[config.mk]
export PLATFORM = sky130hd
export DESIGN_NAME = datapath
export DESIGN_NICKNAME = d
export VERILOG_FILES = /design/src/rtl/datapath.sv
export SDC_FILE = /design/constraint.sdc
export NUM_CORES = 2
export LEC_CHECK = 0
export ABC_AREA = 0
export CAP_MARGIN = 0
export CORE_MARGIN = 2
export CORE_UTILIZATION = 50
export DETAILED_ROUTE_END_ITERATION = 7
export GPL_TIMING_DRIVEN = 0
export PLACE_DENSITY_LB_ADDON = 0.25
export SYNTH_ARGS = -nofsm -noshare
export SYNTH_HDL_FRONTEND = slang
export SYNTH_SLANG_ARGS = --single-unit
[constraint.sdc]
create_clock -name clock -period 12.5 [get_ports clock]
set_clock_uncertainty 0.05 [all_clocks]
set_input_delay 2.5 -clock clock [delete_from_list [all_inputs] [get_ports clock]]
set_output_delay 2.5 -clock clock [all_outputs]
set_load 0.02 [all_outputs]
[src/rtl/datapath.sv]
// Mini-SRC CPU datapath: shared 32-bit bus, R0-R3, PC, IR, MAR, MDR, Y, Z, HI/LO and a combinational ALU.
// Define DATAPATH_DIV_EN to build the signed divider; without it, opcode 01111 yields zero.
module datapath (
    input  logic        clock,
    input  logic        clear,
    input  logic [31:0] Mdatain,
    input  logic        Read,
    input  logic [4:0]  opcode,
    input  logic        Cin,
    input  logic        R0in,
    input  logic        R1in,
    input  logic        R2in,
    input  logic        R3in,
    input  logic [15:0] R0_15_out,
    input  logic        PCin,
    input  logic        IncPC,
    input  logic        MARin,
    input  logic        MDRin,
    input  logic        IRin,
    input  logic        Yin,
    input  logic        HIin,
    input  logic        LOin,
    input  logic        Zhighin,
    input  logic        Zlowin,
    input  logic        PCout,
    input  logic        MDRout,
    input  logic        HIout,
    input  logic        LOout,
    input  logic        Zhighout,
    input  logic        Zlowout,
    output logic [31:0] BusMuxOut,
    output logic [31:0] PCval,
    output logic [31:0] IRval,
    output logic [31:0] MARval
);

    logic [31:0] r_q [4];
    logic [31:0] pc_q, ir_q, mar_q, mdr_q, y_q, hi_q, lo_q, zhigh_q, zlow_q;
    logic [31:0] bus;
    logic [63:0] alu_c;
    logic [3:0]  r_in;

    assign r_in = {R3in, R2in, R1in, R0in};

    // Walking from R15 down means the lowest selected index is the last to assign.
    always_comb begin
        bus = '0;
        if (|R0_15_out) begin
            for (int i = 15; i >= 0; i--) begin
                if (R0_15_out[i]) begin
                    bus = (i < 4) ? r_q[i[1:0]] : 32'h0;
                end
            end
        end else if (HIout) begin
            bus = hi_q;
        end else if (LOout) begin
            bus = lo_q;
        end else if (Zhighout) begin
            bus = zhigh_q;
        end else if (Zlowout) begin
            bus = zlow_q;
        end else if (PCout) begin
            bus = pc_q;
        end else if (MDRout) begin
            bus = mdr_q;
        end
    end

    logic [4:0]  amt;
    logic [31:0] sra;
    logic [63:0] ror_full, rol_full, prod;

    assign amt      = bus[4:0];
    assign sra      = $signed(y_q) >>> amt;
    assign ror_full = {y_q, y_q} >> amt;
    assign rol_full = {y_q, y_q} << amt;
    // Low 64 bits of the product of sign-extended operands equal the signed product.
    assign prod     = {{32{y_q[31]}}, y_q} * {{32{bus[31]}}, bus};

`ifdef DATAPATH_DIV_EN
    logic [31:0] quo, rem;

    // Zero divisor and MIN/-1 are pinned explicitly so neither depends on tool behaviour.
    always_comb begin
        quo = '0;
        rem = '0;
        if (bus == 32'h0) begin
            quo = 32'hFFFF_FFFF;
            rem = y_q;
        end else if (y_q == 32'h8000_0000 && bus == 32'hFFFF_FFFF) begin
            quo = y_q;
            rem = 32'h0;
        end else begin
            quo = $signed(y_q) / $signed(bus);
            rem = $signed(y_q) % $signed(bus);
        end
    end
`endif

    always_comb begin
        alu_c = {32'h0, bus};
        case (opcode)
            5'b00011: alu_c = {32'h0, y_q + bus + {31'h0, Cin}};
            5'b00100: alu_c = {32'h0, y_q - bus};
            5'b00101: alu_c = {32'h0, y_q >> amt};
            5'b00110: alu_c = {32'h0, sra};
            5'b00111: alu_c = {32'h0, y_q << amt};
            5'b01000: alu_c = {32'h0, ror_full[31:0]};
            5'b01001: alu_c = {32'h0, rol_full[63:32]};
            5'b01010: alu_c = {32'h0, y_q & bus};
            5'b01011: alu_c = {32'h0, y_q | bus};
`ifdef DATAPATH_DIV_EN
            5'b01111: alu_c = {rem, quo};
`else
            5'b01111: alu_c = 64'h0;
`endif
            5'b10000: alu_c = prod;
            5'b10001: alu_c = {32'h0, 32'h0 - bus};
            5'b10010: alu_c = {32'h0, ~bus};
            default:  alu_c = {32'h0, bus};
        endcase
    end

    always_ff @(posedge clock) begin
        if (clear) begin
            for (int i = 0; i < 4; i++) r_q[i] <= '0;
            pc_q    <= '0;
            ir_q    <= '0;
            mar_q   <= '0;
            mdr_q   <= '0;
            y_q     <= '0;
            hi_q    <= '0;
            lo_q    <= '0;
            zhigh_q <= '0;
            zlow_q  <= '0;
        end else begin
            for (int i = 0; i < 4; i++) begin
                if (r_in[i]) r_q[i] <= bus;
            end
            if (IncPC)       pc_q <= pc_q + 32'h1;
            else if (PCin)   pc_q <= bus;
            if (IRin)    ir_q    <= bus;
            if (MARin)   mar_q   <= bus;
            if (MDRin)   mdr_q   <= Read ? Mdatain : bus;
            if (Yin)     y_q     <= bus;
            if (HIin)    hi_q    <= bus;
            if (LOin)    lo_q    <= bus;
            if (Zhighin) zhigh_q <= alu_c[63:32];
            if (Zlowin)  zlow_q  <= alu_c[31:0];
        end
    end

    assign BusMuxOut = bus;
    assign PCval     = pc_q;
    assign IRval     = ir_q;
    assign MARval    = mar_q;

endmodule

## Yosys cells after proc, flatten, opt, wreduce, memory -nomap -nowiden

Memory sizes are Yosys's and may differ from the RTL's.
Index checks and enable logic that the tools add are counted.

- Flip-flop bits (word level): 288
- Bits in writable memories: 128
- Output and inout bits: 128
- Word-level logic and storage cells: 76
- Memories: 1

Memory list:

| memory | depth | width | rd ports | clocked after Yosys merged registers in | wr ports | line | RTL |
|---|---|---|---|---|---|---|---|
| r_q | 4 | 32 | 4 | 0 | 4 | 37 | `logic [31:0] r_q [4];` |

- Add/subtract/negate cells: 5
- Multipliers: 1
- Eq/ne operators: 13
- Shifts and indexed selects: 5
- Mux-type cells: 33
- Bitwise logic cells: 7
- Reductions and logical operators: 2

Operators by type and width:

| cell | count |
|---|---|
| one-hot mux 64 bit (13 select lines) | 1 |
| 2-to-1 mux 32 bit | 18 |
| multiplier 32 x 32 -> 64 bit | 1 |
| left shift 64 x 5 -> 64 bit | 1 |
| >> shifter 64 x 5 -> 32 bit | 1 |
| adder 32 x 1 -> 32 bit | 1 |
| adder 32 x 1 -> 32 bit (second input constant) | 1 |
| adder 32 bit | 1 |
| bitwise AND 32 bit | 1 |
| inverter 32 bit | 1 |
| bitwise OR 32 bit | 1 |
| left shift 32 x 5 -> 32 bit | 1 |
| >> shifter 32 x 5 -> 32 bit | 1 |
| >>> shifter 32 x 5 -> 32 bit | 1 |
| subtractor 1 x 32 -> 32 bit (first input constant) | 1 |
| subtractor 32 bit | 1 |
| == test 5 x 4 -> 1 bit (second input constant) | 5 |
| == test 5 x 3 -> 1 bit (second input constant) | 4 |
| OR reduction 16 bit | 1 |
| == test 5 bit (second input constant) | 3 |
| 2-to-1 mux 1 bit | 14 |
| == test 5 x 2 -> 1 bit (second input constant) | 1 |
| bitwise OR 1 bit | 4 |
| nonzero test 2 bit | 1 |

## Longest topological paths before layout

- Depth in word-level cells: 10
- Depth in mapped cells: 43

## Worst setup path after synthesis

Ideal clock, no wire load.

- Kind: input-to-reg
- Start point: in R0_15_out[2]
- End point: reg zhigh_q[29]
- Setup time: 74 ps
- Arrival time: 11882 ps
- Setup slack: 494 ps
- Stages: 34
- Buffers on the path: 6
- Path through: buf_2 nor4_2 nand4_1 buf_2 nor2_1 o21ai_0 o211a_1 inv_1 buf_2 buf_1 clkbuf_1 buf_1 nand2_1 fa_1 fa_1 fa_1 fa_1 inv_1 fa_1 fa_1 fa_1 fa_1 ha_1 nand2_1 o21bai_1 a2111oi_0 and3_1 o211ai_1 a211oi_1 o21ai_0 o21ai_0 a221oi_1 xor2_1 o21ai_0

- Word-level cells in the longest chain between the ends: 6
- Elaborated cells between the ends (all ways): 7
- Those cells by class: mul: 1; mux: 5; reduce/logical: 1

RTL lines:

| item | line | RTL |
|---|---|---|
| start: declaration | 14 | `input logic [15:0] R0_15_out,` |
| 2-to-1 mux 32 bit (3 in a row) | 50 | `if (R0_15_out[i]) begin` |
| 2-to-1 mux 32 bit (*) | 48 | `if (\|R0_15_out) begin` |
| net BusMuxOut[4] | 31 | `output logic [31:0] BusMuxOut,` |
| multiplier 32 x 32 -> 64 bit (*) | 78 | `assign prod = {{32{y_q[31]}}, y_q} * {{32{bus[31]}}, bus};` |
| one-hot mux 64 bit (13 select lines) (*) | 102 | `case (opcode)` |
| end signal: assignment | 148 | `if (Zhighin) zhigh_q <= alu_c[63:32];` |
| end: declaration | 38 | `logic [31:0] pc_q, ir_q, mar_q, mdr_q, y_q, hi_q, lo_q, zhigh_q, zlow_q;` |

The timed path passes the listed nets; every way through them passes the cells marked *.
A chain may end at the register's enable or synchronous reset.

## Worst setup path after layout

- Start point: in Zlowout
- End point: reg zhigh_q[24]

- Word-level cells in the longest chain between the ends: 7

RTL lines:

| item | line | RTL |
|---|---|---|
| start: declaration | 30 | `input logic Zlowout,` |
| 2-to-1 mux 32 bit | 60 | `end else if (Zlowout) begin` |
| 2-to-1 mux 32 bit | 58 | `end else if (Zhighout) begin` |
| 2-to-1 mux 32 bit | 56 | `end else if (LOout) begin` |
| 2-to-1 mux 32 bit | 54 | `end else if (HIout) begin` |
| 2-to-1 mux 32 bit | 48 |  |
| multiplier 32 x 32 -> 64 bit | 78 |  |
| one-hot mux 64 bit (13 select lines) | 102 |  |

Every way passes these cells.

==> results.yml <==
outcome:
  status: "finished, violations left"
  violations: "design-rule violations, max-capacitance violations, max-slew violations, negative setup slack"
sta:
  slew_violations: 160
  max-slew-margin-rel: -0.170
  tightest_slew_ns: 1.76
  min_period_over_period: 1.01
  hold_violations: 0
  setup_viol: 7
  finalCriticalPeriod_ns: 12.62
  hold_ws_ns: 0.404
  setup_ws_ns: -0.116
  rsz0062_at_grt: "true"
  fmax_mhz: 79.3
synthesis:
  async_flop_share: 0
  ys_ff_latch: 416
  syn-cell-area_um2: 63100
  synth_area_per_cell_um2: 8.40
  ys_warn_count: 0
  yosysUniqueCellTypes: 91
  synth_flop_cell: "dfxtp_1"
  synth_nets: 8959
  yosysSeqAreaShare: 0.152
  syn_inst: 7515
  synth_edf_count: 128
global_route:
  grt_pass1_vias: 64300
  grt.total_usage: 0.573
  grt_max_degree: 33
  overflow: 0
  grt_pass1_wl_um: 511000
  antenna_found_initial: 49
die:
  start_util: 0.503
  ios: 205
  die_area_um2: 129000
  chipWidth_um: 359
  num_rows: 130
  die_h_um: 359
  core_area_um2: 125000
drt:
  drc: 7
  wl_per_cell_um: 39.2
  drtPass1Iterations: 8
  routed_wl_um: 375000
  drtIter0Drc: 11800
  drtAntennaViolNets: 0
  vias_per_cell: 6.97
  num_vias: 66700
worst_setup_path:
  crit_type: "in -> reg"
  r2r_slack_ns: 1.04
  cp-end-kind: "flop"
  max_stage_delay_ns: 0.59
  cp.depth: 38
  cp_max_fo: 11
  critPathCapture: "zhigh_q[24]"
  cp-start-kind: "primary input"
  r2r_cells: 26
  critPathArrivalTime_ns: 13.07
  cp.required_ns: 12.95
  critPathMostFrequentCell: "fa_1"
  critPathLaunch: "Zlowout"
  crit_slowest_cell: "fa_1"
  critPathBufInv: 10
  r2r_start: "y_q[9]"
  path_delay_family: "adder cells"
  regToRegEndpoint: "zlow_q[21]"
hold_path:
  hp-class: "reg -> reg"
layout:
  drive_gt1_frac: 0.0778
  nFillCells: 11200
  syn_to_final_growth_pct: 13.2
  multi_input_area_um2: 48400
  final_nets: 9278
  seq_area_um2: 9610
  utilization: 0.569
pwr:
  peakVddDrop_mv: 1.45
  cellLeakagePower_nw: 31.7
  p_per_area_nw_per_um2: 325
job:
  max-cap-violations: 18
clock_tree:
  cts.clk_slew.worst_paths_ns: 0.07
  htreeDepth: 2
  cts_tree: "done"
  cts_made_buffers: 43
  root_buffer: "clkbuf_16"
  cts_sinks: 416
  clk_latency_ns: 0.65
  clock_path_buffers: 3
placement:
  io_buffers: 188
  dp_hpwl_um: 294000
  globalplace.congestion: 1.20
where the power goes:
group | switching [mW] | internal, mW | leakage, nW
sequential | 0.122 | 1.50 | 3.79
combinational | 13.8 | 6.44 | 27.2
clock | 0.658 | 0.705 | 0.673
repair_timing:
action	4_1_cts	5_1_grt
resized for setup	422	245
pin swaps	22	26
hold buffers	0	0
endpoints found under the setup margin	58	51
buffers inserted	51	34
state kept, by name, summed over array words and instances (netlist names):
register  cells
zhigh_q      32
PCval        32
y_q          32
hi_q         32
mdr_q        32
MARval       32
lo_q         32
zlow_q       32
IRval        32
r_q         128
metal layers:
metal / GRT usage / wire, µm / vias up / part of all wire
met5: 0.00333 / 527 / - / 0.0014
met2: 0.750 / 142000 / 6821 / 0.38
met3: 0.315 / 67100 / 1968 / 0.18
li1: - / - / 25300 / -
met4: 0.457 / 39600 / 32 / 0.11
met1: 0.686 / 126000 / 32600 / 0.34
cell usage after synthesis, types with 50 or more instances:
| master | number | area share |
|---|---|---|
| o211ai_1 | 73 | 0.0087 |
| mux2i_1 | 87 | 0.014 |
| a21o_1 | 59 | 0.0070 |
| dfxtp_1 | 288 | 0.091 |
| nand3_1 | 161 | 0.013 |
| fa_1 | 1085 | 0.34 |
| buf_2 | 50 | 0.0040 |
| a221oi_1 | 68 | 0.0094 |
| edfxtp_1 | 128 | 0.061 |
| ha_1 | 282 | 0.056 |
| o22ai_1 | 56 | 0.0056 |
| nor2_1 | 1083 | 0.064 |
| o21ai_0 | 307 | 0.024 |
| clkbuf_1 | 414 | 0.025 |
| a211oi_1 | 219 | 0.026 |
| inv_1 | 1048 | 0.062 |
| nand2_1 | 808 | 0.048 |
| buf_1 | 75 | 0.0045 |
| xnor2_1 | 70 | 0.0097 |
| a21oi_1 | 367 | 0.029 |
worst register-to-register path: stages (launching register included):
cell       delay, ns
dfxtp_1         0.56
clkbuf_1        1.14
clkinv_1        1.07
clkbuf_1        0.73
nor2_1          0.31
fa_1            0.47
fa_1            0.52
fa_1            0.52
inv_1           0.05
fa_1            0.47
inv_1           0.05
fa_1            0.46
ha_1            0.31
fa_1            0.50
fa_1            0.41
ha_1            0.43
a21oi_1         0.26
o21ai_0         0.15
a21oi_1         0.35
o21bai_2        0.18
o211ai_1        0.39
nand2b_1        0.12
xnor2_1         0.64
o221ai_1        0.43
a2111oi_2       0.40
buf_4           0.25
o21ai_1         0.08
cells in the final DEF, fill, tap and decap left out, drive strengths merged, types with 29 or more instances in the layout:
| master | instances |
|---|---|
| a21o | 59 |
| inv | 1044 |
| fa | 1085 |
| o21bai | 29 |
| o211ai | 73 |
| nor2 | 1085 |
| xnor2 | 70 |
| o21a | 34 |
| clkdlybuf4s50 | 186 |
| nand4 | 35 |
| a22oi | 34 |
| dfxtp | 288 |
| clkbuf | 432 |
| nor2b | 40 |
| ha | 282 |
| a21oi | 367 |
| mux2i | 87 |
| xor2 | 44 |
| a211oi | 219 |
| nand2 | 808 |
| diode | 51 |
| a31oi | 33 |
| a221oi | 69 |
| nand3 | 161 |
| nor3 | 49 |
| nand2b | 35 |
| o22ai | 56 |
| edfxtp | 128 |
| o21ai | 348 |
| clkinv | 34 |
| o2111ai | 32 |
| buf | 251 |
through the flow:
step	total power [mW]	TNS, ns	setup slack, ns	cell area (µm²)	std cells
global placement	19.1	-242.05	-5.72	67000	9353
detailed placement	19.5	-203.86	-4.84	67400	9374
global route	24.2	-0.184	-0.0582	71300	9524
floorplan	12.4	0	0.494	63100	7515
CTS	21.6	-0.0689	-0.0689	70300	9483
finish	23.2	-0.373	-0.116	71400	9569
cell families (layout without fill, tap and decap cells):
kind of cell	after synthesis	count (layout)	share of synthesized area
other	0	51	0
xor gates and xnor gates	114	114	0.0158
and+or+nand+nor	2334	2334	0.154
buffers and inverters	1621	1974	0.0979
AOI/OAI and AO/OA	1558	1558	0.163
DFF	416	416	0.152
adders and majority gates	1367	1367	0.400
muxes	105	105	0.0174
worst min path at each step:
| stage | startpoint | end | slack (ns) | cells after the start |
|---|---|---|---|---|
| 5_1_grt | zlow_q[16] | zlow_q[16] | 0.44 | 2 |
| 4_1_cts | zlow_q[16] | zlow_q[16] | 0.40 | 2 |
| 3_3_place_gp | zlow_q[16] | zlow_q[16] | 0.38 | 2 |
| 2_1_floorplan | zlow_q[16] | zlow_q[16] | 0.37 | 2 |
| 6_report | zlow_q[16] | zlow_q[16] | 0.40 | 2 |
| 3_5_place_dp | zlow_q[16] | zlow_q[16] | 0.39 | 2 |
cell type report:
| class | count | area share |
|---|---|---|
| clock inverters | 26 | 0.00328 |
| multi-input cells | 5478 | 0.678 |
| repair buffers | 297 | 0.0404 |
| clock buffers | 53 | 0.0160 |
| plain buffers | 524 | 0.0395 |
| well taps | 1650 | 0.0289 |
| inverters | 1074 | 0.0580 |
| diodes | 51 | 0.00179 |
| flip-flops and latches | 416 | 0.135 |
Note: power is estimated with default switching activity, not from simulation.
